--- src/rtl/io_window_decode_if.sv ---
// rtl/io_window_decode_if.sv - CPU I/O bus, config bus and slot-side signals of the window decoder
interface io_window_decode_if #(
  parameter int ADDR_W    = 16,
  parameter int NUM_SLOTS = 5
);
  logic [ADDR_W-1:0]    addr;
  logic                 iorq_n;
  logic                 r_w_;
  logic                 cfg_we;
  logic [7:0]           cfg_addr;
  logic [7:0]           cfg_wdata;
  logic [7:0]           cfg_rdata;
  logic [NUM_SLOTS-1:0] dev_ready_n;
  logic [NUM_SLOTS-1:0] cs_n;
  logic                 ready_n;
  logic                 io_r_w_;
  logic                 data_oe_n;
  logic                 data_dir;
  logic                 bus_err;
  logic                 miss;
  logic                 win_valid;
  logic [3:0]           win_index;
  logic [2:0]           sel_slot;

  modport master (
    output addr, iorq_n, r_w_, cfg_we, cfg_addr, cfg_wdata, dev_ready_n,
    input  cfg_rdata, cs_n, ready_n, io_r_w_, data_oe_n, data_dir, bus_err, miss,
           win_valid, win_index, sel_slot
  );

  modport slave (
    input  addr, iorq_n, r_w_, cfg_we, cfg_addr, cfg_wdata, dev_ready_n,
    output cfg_rdata, cs_n, ready_n, io_r_w_, data_oe_n, data_dir, bus_err, miss,
           win_valid, win_index, sel_slot
  );
endinterface

--- src/rtl/io_window_decode.sv ---
// rtl/io_window_decode.sv - I/O window decoder: base/mask windows to slot chip selects with waits and timeout
module io_window_decode #(
  parameter int         ADDR_W    = 16,
  parameter int         NUM_WIN   = 8,
  parameter int         NUM_SLOTS = 5,
  parameter logic [7:0] TO_RESET  = 8'd32
) (
  input logic clk,
  input logic rst,
  io_window_decode_if.slave bus
);

  typedef enum logic [2:0] {S_IDLE, S_ACTIVE, S_WAIT, S_DONE, S_MISS, S_ERR} state_t;

  logic [15:0]        win_base [NUM_WIN];
  logic [15:0]        win_mask [NUM_WIN];
  logic [NUM_WIN-1:0] win_en;
  logic [2:0]         win_slot [NUM_WIN];
  logic [1:0]         win_op   [NUM_WIN];
  logic [7:0]         win_wait [NUM_WIN];
  logic [7:0]         to_reg;
  logic               sticky_to;

  state_t     state;
  logic [7:0] wcnt;
  logic [7:0] tcnt;
  logic [7:0] cyc_to;

  logic       hit;
  logic [3:0] hit_idx;
  logic [2:0] hit_slot;
  logic [7:0] hit_wait;
  logic       tmo;

  always_ff @(posedge clk or posedge rst) begin
    if (rst) begin
      for (int w = 0; w < NUM_WIN; w++) begin
        win_base[w] <= '0;
        win_mask[w] <= '0;
        win_en[w]   <= 1'b0;
        win_slot[w] <= '0;
        win_op[w]   <= 2'b11;
        win_wait[w] <= '0;
      end
      to_reg <= TO_RESET;
    end else if (bus.cfg_we) begin
      for (int w = 0; w < NUM_WIN; w++) begin
        if (!bus.cfg_addr[7] && bus.cfg_addr[6:3] == 4'(w)) begin
          case (bus.cfg_addr[2:0])
            3'd0: win_base[w][7:0]  <= bus.cfg_wdata;
            3'd1: win_base[w][15:8] <= bus.cfg_wdata;
            3'd2: win_mask[w][7:0]  <= bus.cfg_wdata;
            3'd3: win_mask[w][15:8] <= bus.cfg_wdata;
            3'd4: begin
              win_en[w]   <= bus.cfg_wdata[7];
              win_slot[w] <= bus.cfg_wdata[2:0];
            end
            3'd5: win_op[w]   <= bus.cfg_wdata[1:0];
            3'd6: win_wait[w] <= bus.cfg_wdata;
            default: ;
          endcase
        end
      end
      if (bus.cfg_addr == 8'h80) to_reg <= bus.cfg_wdata;
    end
  end

  always_comb begin
    bus.cfg_rdata = 8'h00;
    for (int w = 0; w < NUM_WIN; w++) begin
      if (!bus.cfg_addr[7] && bus.cfg_addr[6:3] == 4'(w)) begin
        case (bus.cfg_addr[2:0])
          3'd0: bus.cfg_rdata = win_base[w][7:0];
          3'd1: bus.cfg_rdata = win_base[w][15:8];
          3'd2: bus.cfg_rdata = win_mask[w][7:0];
          3'd3: bus.cfg_rdata = win_mask[w][15:8];
          3'd4: bus.cfg_rdata = {win_en[w], 4'b0000, win_slot[w]};
          3'd5: bus.cfg_rdata = {6'b000000, win_op[w]};
          3'd6: bus.cfg_rdata = win_wait[w];
          default: bus.cfg_rdata = 8'h00;
        endcase
      end
    end
    if (bus.cfg_addr == 8'h80) bus.cfg_rdata = to_reg;
    if (bus.cfg_addr == 8'h81) bus.cfg_rdata = {7'b0000000, sticky_to};
  end

  // Scan from the top down so the lowest hitting window is the last one assigned.
  always_comb begin
    hit      = 1'b0;
    hit_idx  = '0;
    hit_slot = '0;
    hit_wait = '0;
    for (int w = NUM_WIN - 1; w >= 0; w--) begin
      if (win_en[w]
          && (((bus.addr ^ win_base[w][ADDR_W-1:0]) & win_mask[w][ADDR_W-1:0]) == '0)
          && (bus.r_w_ ? win_op[w][0] : win_op[w][1])
          && (32'(win_slot[w]) < NUM_SLOTS)) begin
        hit      = 1'b1;
        hit_idx  = 4'(w);
        hit_slot = win_slot[w];
        hit_wait = win_wait[w];
      end
    end
  end

  // tcnt counts edges already spent since entry; the edge that would make it T is the timeout edge.
  assign tmo = (cyc_to != 8'd0) && (({1'b0, tcnt} + 9'd1) == {1'b0, cyc_to});

  always_ff @(posedge clk or posedge rst) begin
    if (rst) begin
      state         <= S_IDLE;
      bus.cs_n      <= '1;
      bus.ready_n   <= 1'b1;
      bus.io_r_w_   <= 1'b1;
      bus.data_oe_n <= 1'b1;
      bus.bus_err   <= 1'b0;
      bus.miss      <= 1'b0;
      bus.win_valid <= 1'b0;
      bus.win_index <= '0;
      bus.sel_slot  <= '0;
      wcnt          <= '0;
      tcnt          <= '0;
      cyc_to        <= '0;
      sticky_to     <= 1'b0;
    end else begin
      if (bus.cfg_we && bus.cfg_addr == 8'h81 && bus.cfg_wdata[0]) sticky_to <= 1'b0;
      if (state != S_IDLE && bus.iorq_n) begin
        state         <= S_IDLE;
        bus.cs_n      <= '1;
        bus.ready_n   <= 1'b1;
        bus.io_r_w_   <= 1'b1;
        bus.data_oe_n <= 1'b1;
        bus.bus_err   <= 1'b0;
        bus.miss      <= 1'b0;
      end else begin
        case (state)
          S_IDLE: begin
            if (!bus.iorq_n) begin
              bus.io_r_w_   <= bus.r_w_;
              bus.win_valid <= hit;
              bus.win_index <= hit_idx;
              bus.sel_slot  <= hit_slot;
              tcnt          <= '0;
              cyc_to        <= to_reg;
              if (hit) begin
                state         <= S_ACTIVE;
                bus.cs_n      <= ~(NUM_SLOTS'(1) << hit_slot);
                bus.ready_n   <= 1'b0;
                bus.data_oe_n <= 1'b0;
                wcnt          <= hit_wait;
              end else begin
                state    <= S_MISS;
                bus.miss <= 1'b1;
              end
            end
          end
          S_ACTIVE, S_WAIT: begin
            if (tmo) begin
              state         <= S_ERR;
              bus.cs_n      <= '1;
              bus.ready_n   <= 1'b1;
              bus.data_oe_n <= 1'b1;
              bus.bus_err   <= 1'b1;
              sticky_to     <= 1'b1;
            end else begin
              tcnt <= tcnt + 8'd1;
              if (state == S_ACTIVE && wcnt != 8'd0) begin
                wcnt <= wcnt - 8'd1;
              end else if (bus.dev_ready_n[bus.sel_slot]) begin
                state       <= S_DONE;
                bus.ready_n <= 1'b1;
              end else begin
                state <= S_WAIT;
              end
            end
          end
          default: ;
        endcase
      end
    end
  end

  assign bus.data_dir = bus.io_r_w_;

endmodule

--- src/flat_wrapper.sv ---
// flat-port wrapper written by rule: the top's interface ports become plain ports
module io_window_decode_flat 
#(
  parameter int         ADDR_W    = 16,
  parameter int         NUM_WIN   = 8,
  parameter int         NUM_SLOTS = 5,
  parameter logic [7:0] TO_RESET  = 8'd32
)
  (clk, rst, bus_addr, bus_iorq_n, bus_r_w_, bus_cfg_we, bus_cfg_addr, bus_cfg_wdata, bus_dev_ready_n, bus_cfg_rdata, bus_cs_n, bus_ready_n, bus_io_r_w_, bus_data_oe_n, bus_data_dir, bus_bus_err, bus_miss, bus_win_valid, bus_win_index, bus_sel_slot);
  io_window_decode_if #(.ADDR_W(ADDR_W), .NUM_SLOTS(NUM_SLOTS)) bus_i ();
  input logic clk;
  input logic rst;
  input wire logic [$bits(bus_i.addr)-1:0] bus_addr;
  input wire logic [$bits(bus_i.iorq_n)-1:0] bus_iorq_n;
  input wire logic [$bits(bus_i.r_w_)-1:0] bus_r_w_;
  input wire logic [$bits(bus_i.cfg_we)-1:0] bus_cfg_we;
  input wire logic [$bits(bus_i.cfg_addr)-1:0] bus_cfg_addr;
  input wire logic [$bits(bus_i.cfg_wdata)-1:0] bus_cfg_wdata;
  input wire logic [$bits(bus_i.dev_ready_n)-1:0] bus_dev_ready_n;
  output wire logic [$bits(bus_i.cfg_rdata)-1:0] bus_cfg_rdata;
  output wire logic [$bits(bus_i.cs_n)-1:0] bus_cs_n;
  output wire logic [$bits(bus_i.ready_n)-1:0] bus_ready_n;
  output wire logic [$bits(bus_i.io_r_w_)-1:0] bus_io_r_w_;
  output wire logic [$bits(bus_i.data_oe_n)-1:0] bus_data_oe_n;
  output wire logic [$bits(bus_i.data_dir)-1:0] bus_data_dir;
  output wire logic [$bits(bus_i.bus_err)-1:0] bus_bus_err;
  output wire logic [$bits(bus_i.miss)-1:0] bus_miss;
  output wire logic [$bits(bus_i.win_valid)-1:0] bus_win_valid;
  output wire logic [$bits(bus_i.win_index)-1:0] bus_win_index;
  output wire logic [$bits(bus_i.sel_slot)-1:0] bus_sel_slot;
  assign bus_i.addr = bus_addr;
  assign bus_i.iorq_n = bus_iorq_n;
  assign bus_i.r_w_ = bus_r_w_;
  assign bus_i.cfg_we = bus_cfg_we;
  assign bus_i.cfg_addr = bus_cfg_addr;
  assign bus_i.cfg_wdata = bus_cfg_wdata;
  assign bus_i.dev_ready_n = bus_dev_ready_n;
  assign bus_cfg_rdata = bus_i.cfg_rdata;
  assign bus_cs_n = bus_i.cs_n;
  assign bus_ready_n = bus_i.ready_n;
  assign bus_io_r_w_ = bus_i.io_r_w_;
  assign bus_data_oe_n = bus_i.data_oe_n;
  assign bus_data_dir = bus_i.data_dir;
  assign bus_bus_err = bus_i.bus_err;
  assign bus_miss = bus_i.miss;
  assign bus_win_valid = bus_i.win_valid;
  assign bus_win_index = bus_i.win_index;
  assign bus_sel_slot = bus_i.sel_slot;
  io_window_decode #(.ADDR_W(ADDR_W), .NUM_WIN(NUM_WIN), .NUM_SLOTS(NUM_SLOTS), .TO_RESET(TO_RESET)) u_core (.clk(clk), .rst(rst), .bus(bus_i));
endmodule
--- config.mk ---
export PLATFORM = sky130hd
export DESIGN_NAME = io_window_decode_flat
export DESIGN_NICKNAME = d
export VERILOG_FILES = /design/src/rtl/io_window_decode_if.sv /design/src/rtl/io_window_decode.sv /design/src/flat_wrapper.sv
export SDC_FILE = /design/constraint.sdc
export NUM_CORES = 1
export LEC_CHECK = 0
export ABC_AREA = 1
export BUFFER_PORTS_ARGS = -buffer_cell sky130_fd_sc_hd__buf_2
export CAP_MARGIN = 20
export CORE_ASPECT_RATIO = 1.75
export CORE_MARGIN = 10
export CORE_UTILIZATION = 60
export DETAILED_ROUTE_END_ITERATION = 6
export PLACE_DENSITY = 0.86
export SLEW_MARGIN = 20
export SYNTH_ARGS = -nofsm -noshare
export SYNTH_HDL_FRONTEND = slang
export SYNTH_SLANG_ARGS = --single-unit
--- constraint.sdc ---
create_clock -name clk -period 24.5 [get_ports clk]
set_input_delay 0 -clock clk [delete_from_list [all_inputs] [get_ports clk]]
set_output_delay 0 -clock clk [all_outputs]
set_load 0.02 [all_outputs]
==> metrics.yaml <==
hold_slack_ns: 0.0582
crit_start: "bus_cfg_addr[7]"
ctsLongestPathBuffers: 3
synth_ff_type: "dfrtp_1"
ant_nets: 0
clk_latency_ns: 0.56
min_path_type: "input pin to register"
rsz0062_at_grt: "false"
slew_viol_final: 0
crit_path_end_kind: "primary output"
power_density_nw_per_um2: 75.3
gr-usage-all-layers: 0.386
maxCapViolCount: 0
synth_nets: 3019
total_power_uw: 1850
run_status: "complete, no violations"
syn_area_um2: 22500
start_util: 0.609
crit_required_ns: 24.50
fp.dieW_um: 167
wl_um: 92000
syn_inst: 2971
timing_hold_violations_final: 0
place_congestion: 1.05
met2_length_um: 41400
nets: 3007
ys_ff_latch: 421
synth_cell_types: 64
hpwlAfterDp_um: 63600
cts_tree: "done"
drive_above_1_share: 0.0901
reg2reg_slack_ns: 21.49
wl_per_cell_um: 26.6
multi_input_area_um2: 10100
fin_crit_sh: 0.138
yosysWarnings: 0
start_kind: "input pin"
min_from: "bus_cfg_we"
via_count: 22600
r2r_start: "u_core.win_base[121]$_DFFE_PP0P_"
grt_pass1_wl_um: 136000
crit_type: "input pin to primary output"
fmax_mhz: 296
dieArea_um2: 46000
layout_common_cells: "nand2_1 (924), o21ai_0 (527), dfrtp_1 (396), inv_1 (266), nor2_1 (130)"
nFillCells: 3229
grt_max_degree: 160
h-tree-depth: 2
peakVddDrop_uv: 67.8
cp_max_fo: 11
area_delta_synth_final_pct: 8.98
viasPerCell: 6.52
rows: 93
final_common_cell: "nand2_1"
drc: 0
async_reset_ff_frac: 1.00
clk_pin_slew_ns: 0.07
dr.pass1.iters: 6
top_regs: "u_core.win_base: 128 flops, u_core.win_mask: 128 flops, u_core.win_wait: 64 flops"
port_buffers: 67
relSlewSlack: 0.208
cts_buffers: 40
antenna_found_initial: 2
final-seq-area_um2: 10600
r2r-end: "u_core.bus.cs_n[3]$_DFFE_PP1P_"
highest_layer: "met5"
cp-endpoint: "bus_cfg_rdata[7]"
drt_iter0_drc: 3387
wl_met1_um: 31500
seq_area_frac_synth: 0.469
cts-root-buf: "clkbuf_16"
grt_overflow: 0
core_um2: 37000
crit_arrival_ns: 3.38
finalSetupViolCount: 0
cts.sinks: 421
io_pins: 69
p_leak_uw: 0.0110
setup_tns_ns: 0
postCtsSetupRepairBufs: 0
die_h_um: 276
syn_avg_cell_area_um2: 7.59
grt_pass1_vias: 21600
synth_edf_count: 0
route.met3.wl_um: 11000
worst_pin_slew_ns: 1.18
r2r_cells: 15
timing.clock.skew_ns: 0.0160
min_period_ns: 3.38
[layer usage]
layer	track usage	vias up
met5	0	-
met4	0.289	2
met3	0.0873	441
met2	0.598	1669
met1	0.459	10600
li1	-	9821
[how the worst min path moves through the flow]
stage / end / slack (ns) / cells past startpoint
after global placement: u_core.win_base[84]$_DFFE_PP0P_ / 0.22 / 2
final: u_core.to_reg[5]$_DFFE_PP1P_ / 0.06 / 3
after CTS: u_core.win_op[4]$_DFFE_PP1P_ / 0.05 / 6
after global routing: u_core.state[0]$_DFFE_PP0P_ / 0.12 / 5
after floorplan: u_core.sticky_to$_DFF_PP0_ / 0.18 / 3
after detailed placement: u_core.win_base[84]$_DFFE_PP0P_ / 0.23 / 2
[kinds of logic after synthesis]
group / Yosys count / synth area share
AOI/OAI and AO/OA: 832 / 0.210
adders and majority gates: 6 / 0.00333
and+or+nand+nor: 1248 / 0.229
other: 1 / 0.000166
DFF: 421 / 0.469
xor gates and xnor gates: 17 / 0.00661
buffers and inverters: 446 / 0.0820
[power by group]
part	switching (uW)	internal, uW
clock network	288	439
registers	48.4	746
logic	234	93.3
total	571	1280
[Yosys cell counts (all sizes together) (2+ instances only)]
cell type,instances,area [um2]
o22ai,24,150
nor3b,4,35.0
o41ai,5,43.8
clkbuf,108,409
xor2,12,105
o211ai,29,218
a22oi,11,82.6
nor4,2,27.5
inv,288,1090
a221oi,41,359
or2,8,50.1
a21oi,103,549
nand3b,2,15.0
a31oi,4,25.0
o21bai,6,45.0
o31ai,4,30.0
o2111ai,26,228
o221ai,10,87.6
dfrtp,396,9910
ha,6,75.1
a211oi,4,30.0
o21ai,549,2750
buf,49,343
nand4,32,215
a22o,7,61.3
nor2,147,607
nor3,22,146
nand2,937,3550
xnor2,5,43.8
nand3,94,508
dfstp,25,657
a21o,4,30.0
[worst max-delay path, cell delays in order]
cell and delay (ns):
dlygate4sd3_1 0.53, buf_2 0.16, inv_1 0.09, nand3_1 0.11, nor2_1 0.11, buf_4 0.21, clkinv_1 0.42, a211oi_1 0.39
nand4_1 0.26, nand2_1 0.15, o211ai_1 0.13, nand2_1 0.22, o2111ai_1 0.22, o21ai_1 0.14, inv_1 0.05, buf_2 0.16
[final cells by class]
type / count / share of cell area
multi-input cells: 2104 / 0.413
flip-flops and latches: 421 / 0.430
repair buffers: 103 / 0.0259
clock buffers: 48 / 0.0449
diodes: 1 / 0.000102
clock inverters: 22 / 0.0169
inverters: 289 / 0.0450
well taps: 475 / 0.0242
[what timing repair did]
action | in CTS | in global routing
resized for setup | 0 | 0
hold buffers | 7 | 0
endpoints found under the hold margin | 126 | 0
[through the flow]
stage,util,setup WS (ns),cells,instance area [um2]
2_1_floorplan,-,12.82,2971,22500
3_3_place_gp,0.621,21.42,3385,23000
3_5_place_dp,0.621,21.35,3385,23000
4_1_cts,0.664,21.34,3462,24600
5_1_grt,0.664,21.09,3462,24600
6_report,0.664,21.12,3463,24600
(Power assumes the default switching activity.)
